[src/rtl/cla_pipe.sv]
// rtl/cla_pipe.sv - pipelined carry-lookahead adder/subtractor, one CLA chunk per stage
// Inter-chunk carry is registered; valid/ready handshake with full-pipeline stall.
module cla_pipe #(
  parameter int WIDTH  = 32,
  parameter int STAGES = 4
) (
  input  logic             clk,
  input  logic             rst_n,
  input  logic             in_valid,
  output logic             in_ready,
  input  logic [WIDTH-1:0] a,
  input  logic [WIDTH-1:0] b,
  input  logic             ci,
  input  logic             sub,
  output logic             out_valid,
  input  logic             out_ready,
  output logic [WIDTH-1:0] s,
  output logic             co,
  output logic             ovf,
  output logic             zero
);

  localparam int CW = WIDTH / STAGES;

  // returns {carry into chunk MSB, carry out, sum}
  function automatic logic [CW+1:0] cla(input logic [CW-1:0] x, input logic [CW-1:0] y,
                                        input logic cin);
    logic [CW-1:0] g;
    logic [CW-1:0] p;
    logic [CW:0]   c;
    logic          pp;
    g    = x & y;
    p    = x ^ y;
    c    = '0;
    c[0] = cin;
    for (int i = 0; i < CW; i++) begin
      c[i+1] = g[i];
      pp     = p[i];
      for (int k = i - 1; k >= 0; k--) begin
        c[i+1] = c[i+1] | (pp & g[k]);
        pp     = pp & p[k];
      end
      c[i+1] = c[i+1] | (pp & cin);
    end
    return {c[CW-1], c[CW], p ^ c[CW-1:0]};
  endfunction

  logic             v_q  [1:STAGES];
  logic             c_q  [1:STAGES];
  logic [WIDTH-1:0] a_q  [1:STAGES];
  logic [WIDTH-1:0] b_q  [1:STAGES];
  logic [WIDTH-1:0] ps_q [1:STAGES];
  logic             ovf_q;
  logic             zero_q;

  // src_*[j] feed the chunk-j logic: index 0 is the conditioned input, j>0 is stage j
  logic             src_v  [0:STAGES-1];
  logic             src_c  [0:STAGES-1];
  logic [WIDTH-1:0] src_a  [0:STAGES-1];
  logic [WIDTH-1:0] src_b  [0:STAGES-1];
  logic [WIDTH-1:0] src_ps [0:STAGES-1];
  logic [CW+1:0]    nx_r   [0:STAGES-1];
  logic [WIDTH-1:0] nx_ps  [0:STAGES-1];

  logic stall;

  assign out_valid = v_q[STAGES];
  assign stall     = out_valid && !out_ready;
  assign in_ready  = !stall;
  assign s         = ps_q[STAGES];
  assign co        = c_q[STAGES];
  assign ovf       = ovf_q;
  assign zero      = zero_q;

  always_comb begin
    src_v[0]  = in_valid;
    src_c[0]  = sub | ci;
    src_a[0]  = a;
    src_b[0]  = sub ? ~b : b;
    src_ps[0] = '0;
    for (int j = 1; j < STAGES; j++) begin
      src_v[j]  = v_q[j];
      src_c[j]  = c_q[j];
      src_a[j]  = a_q[j];
      src_b[j]  = b_q[j];
      src_ps[j] = ps_q[j];
    end
    for (int j = 0; j < STAGES; j++) begin
      nx_r[j]               = cla(src_a[j][j*CW +: CW], src_b[j][j*CW +: CW], src_c[j]);
      nx_ps[j]              = src_ps[j];
      nx_ps[j][j*CW +: CW]  = nx_r[j][CW-1:0];
    end
  end

  // Data registers load only behind a valid token, so outputs hold their last result.
  always_ff @(posedge clk) begin
    if (!rst_n) begin
      for (int j = 1; j <= STAGES; j++) begin
        v_q[j]  <= 1'b0;
        c_q[j]  <= 1'b0;
        a_q[j]  <= '0;
        b_q[j]  <= '0;
        ps_q[j] <= '0;
      end
      ovf_q  <= 1'b0;
      zero_q <= 1'b0;
    end else if (!stall) begin
      for (int j = 1; j <= STAGES; j++) begin
        v_q[j] <= src_v[j-1];
        if (src_v[j-1]) begin
          c_q[j]  <= nx_r[j-1][CW];
          a_q[j]  <= src_a[j-1];
          b_q[j]  <= src_b[j-1];
          ps_q[j] <= nx_ps[j-1];
        end
      end
      if (src_v[STAGES-1]) begin
        ovf_q  <= nx_r[STAGES-1][CW+1] ^ nx_r[STAGES-1][CW];
        zero_q <= (nx_ps[STAGES-1] == '0);
      end
    end
  end

endmodule

[config.mk]
export PLATFORM = sky130hd
export DESIGN_NAME = cla_pipe
export DESIGN_NICKNAME = d
export VERILOG_FILES = /design/src/rtl/cla_pipe.sv
export SDC_FILE = /design/constraint.sdc
export NUM_CORES = 1
export LEC_CHECK = 0
export ABC_AREA = 0
export BUFFER_PORTS_ARGS = -buffer_cell sky130_fd_sc_hd__buf_4
export CORE_UTILIZATION = 24
export DETAILED_ROUTE_END_ITERATION = 10
export RECOVER_POWER = 50
export SLEW_MARGIN = 20
export SYNTH_ARGS = -nofsm -noshare
export SYNTH_HDL_FRONTEND = slang
export SYNTH_SLANG_ARGS = --single-unit
[constraint.sdc]
create_clock -name clk -period 5.8 [get_ports clk]
set_clock_uncertainty 0.1 [all_clocks]
set_input_delay 1.16 -clock clk [delete_from_list [all_inputs] [get_ports clk]]
set_output_delay 1.16 -clock clk [all_outputs]
set_load 0.05 [all_outputs]
==> metrics.log <==
INFO  metric status = complete, but fails checks
INFO  metric violated_checks = max-capacitance violations, max-slew violations
INFO  metric syn_nets = 711
INFO  metric worst_setup_path_end_kind = flop
INFO  metric stage_delay_of_the_slowest_cell_on_the_critical_path = 2.07 ns
INFO  metric cp_num_cells = 5
INFO  metric synth_enable_flop_cells = 184
INFO  metric antenna_violating_nets_post_route = 0
INFO  metric hold_ws = between 0.3 and 0.4 ns
INFO  metric synth_cell_type_count = between 40 and 50
INFO  metric critical_path_class = input port to flop
INFO  metric crit_path_start_kind = input port
INFO  metric hold_viol_final = 0
INFO  metric synth_largest_area_cell = sky130_fd_sc_hd__edfxtp_1
INFO  metric yosys_warnings = 0
INFO  metric root_buf_cell = sky130_fd_sc_hd__clkbuf_16
INFO  metric static-leakage-power = between 3 and 4 nW
INFO  metric area_growth_syn_to_layout = 21.1%
INFO  metric path_cells = clkbuf_4, nand2b_1, nand2_1, nand2_2, clkbuf_1
INFO  metric grt_antenna_before_repair = 0
INFO  metric detailed_place_hpwl = approximately 11 mm
INFO  metric n_antenna_cell = 0
INFO  metric viasPerCell = around 3.7
INFO  metric clock_tree.htree_level_count = 4
INFO  metric cts_hold_buf = 0
INFO  metric cts_tree = built
INFO  metric critPathBufInv = 2
INFO  metric power.switching = around 750 uW
INFO  metric final_sum_of_negative_setup_slack = 0 ns
INFO  metric critical_path.slowest_cell = sky130_fd_sc_hd__clkbuf_1
INFO  metric max-clock-path-buffers = 2
INFO  metric design.final.nets = between 800 and 900
INFO  metric critical-path-top-delay-family = buffers and inverters
INFO  metric avgSynthCellArea = ~14 um^2
INFO  metric total_standard_cell_area_after_synthesis = a little over 8000 um^2
INFO  metric drt-wirelength-per-cell = around 13 um
INFO  metric die_h = 188 um
INFO  metric synth_top_area_share = 66.4%
INFO  metric power_per_cell_area = ~310 nW/um^2
INFO  metric routed-via-count = between 4k and 5k
INFO  metric global_route_wire_length_before_repair = roughly 24 mm
INFO  metric p_int = about 2.4 mW
INFO  metric grt_pass1_vias = around 4.6k
INFO  metric worst-path-max-fanout = 57
INFO  metric floorplan.die.width = roughly 190 um
INFO  metric die_area = approximately 35,000 um^2
INFO  metric synthArstFlopShare = 0%
INFO  metric maximum_vdd_drop = ~0.18 mV
INFO  metric switching_part_of_the_total = 24.0%
INFO  metric clock_pin_slew_of_the_registers_on_the_worst_case_setup_and_hold_paths = roughly 0.07 ns
INFO  metric netlist_instances = between 600 and 700
INFO  metric r2r.worst_path.cells = 4
INFO  metric cp_data_required_time = 5.67 ns
INFO  metric drc = 0
INFO  metric transition_time_of_the_tightest_slew_check_pin = between 2 and 3 ns
INFO  metric ys_top_cells_by_area = sky130_fd_sc_hd__edfxtp_1 (66%), sky130_fd_sc_hd__and2_1 (9.2%), sky130_fd_sc_hd__ha_1 (5.0%), sky130_fd_sc_hd__xnor2_1 (3.4%), sky130_fd_sc_hd__nor2_1 (2.9%)
INFO  metric grt.total_usage = under 10%
INFO  metric count_of_input_and_output_buffers = between 100 and 150
INFO  metric placementRows = between 60 and 70
INFO  metric design.core.area = roughly 34,000 um^2
INFO  metric timing.final.crit_share = roughly 69%
INFO  metric maxCapViolCount = 3
INFO  metric dr.first_iter.drc_count = approximately 120
INFO  metric design.portCount = approximately 110
INFO  metric post_cts.resized_instances = 0
INFO  metric critical_path_arrival = 3.86 ns
INFO  metric power.share.combinational = around a tenth
INFO  metric cts_sinks = between 150 and 200
INFO  metric final_layout_size_suffix_gt1_share = 15.9%
INFO  metric min_path_cells = 2
INFO  metric pin_count_of_the_biggest_net_entering_global_routing = 58
INFO  metric grt_setup_unrepaired = false
INFO  metric gp_congestion = ~0.7
INFO  metric numCtsBuffers = 17
INFO  metric slew_violations = 150
INFO  metric synth_common_cells = sky130_fd_sc_hd__edfxtp_1 (184), sky130_fd_sc_hd__and2_1 (122), sky130_fd_sc_hd__nor2_1 (64), sky130_fd_sc_hd__ha_1 (33), sky130_fd_sc_hd__xnor2_1 (32)
INFO  metric min_delay_path_class = flop to flop
INFO  metric cts.repair_timing.setup_buffer_count = 0
INFO  metric floorplan.initialDensity = roughly 25%
INFO  metric overflow = 0
INFO  metric timing.final.setup_violations = 0
INFO  metric fmaxAchievable = roughly 250 MHz
INFO  metric detailedRoute.firstPassIterationCount = 4
INFO  metric clockPowerShare = roughly 38%
INFO  metric wl = between 10 and 15 mm
INFO  metric synth_flop_cell = sky130_fd_sc_hd__edfxtp_1
INFO  metric max-slew-margin-rel = -97.3%
INFO  metric share_seq_of_total_power = between 50% and 60%
INFO  metric min_period = between 3 and 4 ns
INFO  metric post-synth-top-count-cell = sky130_fd_sc_hd__edfxtp_1
INFO  metric final_design_area_no_fill = between 10,000 and 15,000 um^2
INFO  metric yosys_register_bits = between 150 and 200
INFO  metric dpl_cell_area = approximately 9600 um^2
INFO  metric fraction_of_the_yosys_area_taken_by_sequential_cells = 66.9%
INFO  metric clk-insertion-delay-late = ~0.42 ns
-- power groups by stage --
stage	clock, mW	sequential, mW	combinational, mW
global placement	0	1.63	0.346
detailed placement	0	1.63	0.352
global route	1.25	1.62	0.375
finish	1.17	1.61	0.332
CTS	1.20	1.60	0.353
floorplan	0	1.67	0.196
-- path summary, 6_finish.rpt --
check	start	to	slack [ns]
max reg2reg	v_q[0][4]	a_q[0][55]	2.21
max	out_ready	a_q[0][55]	1.80
min reg2reg	zero	zero	0.36
min	zero	zero	0.36
-- sequential cells by signal, summed over array words and instances (netlist names) --
register,flops
b_q,48
c_q,4
zero,1
ps_q,80
ovf,1
v_q,4
a_q,48
-- final cells by class --
class | count | area, um^2
clock buffers | 17 | 425
clock inverters | 15 | 180
flip-flops and latches | 186 | 5570
multi-input cells | 377 | 2560
repair buffers | 109 | 698
fillers | 3396 | 23700
inverters | 21 | 78.8
well taps | 448 | 561
-- cell families after synthesis --
kind of cell / share of synthesized area (%)
adder cells (fa/ha/maj): 5.93
multiplexers: 0.241
AO/OA/AOI/OAI: 4.08
flip-flops: 66.9
XOR/XNOR: 5.48
buffers and inverters: 2.09
AND/OR/NAND/NOR: 15.3
-- metal layers --
| metal | track usage (%) | up-vias | wire length [um] |
|---|---|---|---|
| met4 | 3.10 | 0 | 192 |
| met2 | 14.1 | 76 | 6790 |
| met5 | 0 | - | 0 |
| met1 | 11.2 | 1979 | 7080 |
| met3 | 2.19 | 13 | 607 |
| li1 | - | 2330 | - |
-- cell usage in the layout (no fill, tap or decap), types with 3 or more instances in the layout --
cell type,count
sky130_fd_sc_hd__nor2_1,64
sky130_fd_sc_hd__inv_8,5
sky130_fd_sc_hd__inv_1,21
sky130_fd_sc_hd__and2_1,121
sky130_fd_sc_hd__clkbuf_1,32
sky130_fd_sc_hd__nor4_1,4
sky130_fd_sc_hd__nor3_1,8
sky130_fd_sc_hd__ha_1,33
sky130_fd_sc_hd__and3_1,3
sky130_fd_sc_hd__clkinv_4,4
sky130_fd_sc_hd__fa_1,4
sky130_fd_sc_hd__buf_4,76
sky130_fd_sc_hd__a21o_1,5
sky130_fd_sc_hd__a31oi_1,3
sky130_fd_sc_hd__nand2_1,22
sky130_fd_sc_hd__o21ai_0,11
sky130_fd_sc_hd__clkbuf_16,17
sky130_fd_sc_hd__a21oi_1,10
sky130_fd_sc_hd__a211oi_1,3
sky130_fd_sc_hd__xor2_1,20
sky130_fd_sc_hd__xnor2_1,32
sky130_fd_sc_hd__o21bai_1,3
sky130_fd_sc_hd__edfxtp_1,184
-- stage by stage --
| stage | utilization (%) | cells | worst slack [ns] | total power, mW |
|---|---|---|---|---|
| after floorplan | - | 604 | 2.47 | 1.87 |
| after global placement | 28.4 | 1141 | 1.95 | 1.98 |
| after detailed placement | 28.4 | 1141 | 1.81 | 1.99 |
| after CTS | 30.2 | 1173 | 2.26 | 3.16 |
| after global routing | 29.8 | 1173 | 1.55 | 3.24 |
| final | 29.8 | 1173 | 1.80 | 3.11 |
-- worst register-to-register path, cell delays in order, from the launching register on --
cell	delay [ns]
sky130_fd_sc_hd__edfxtp_1	0.44
sky130_fd_sc_hd__nand2b_1	0.29
sky130_fd_sc_hd__nand2_1	0.12
sky130_fd_sc_hd__nand2_2	0.08
sky130_fd_sc_hd__clkbuf_1	2.08
Power figures use the tool's default switching activity.
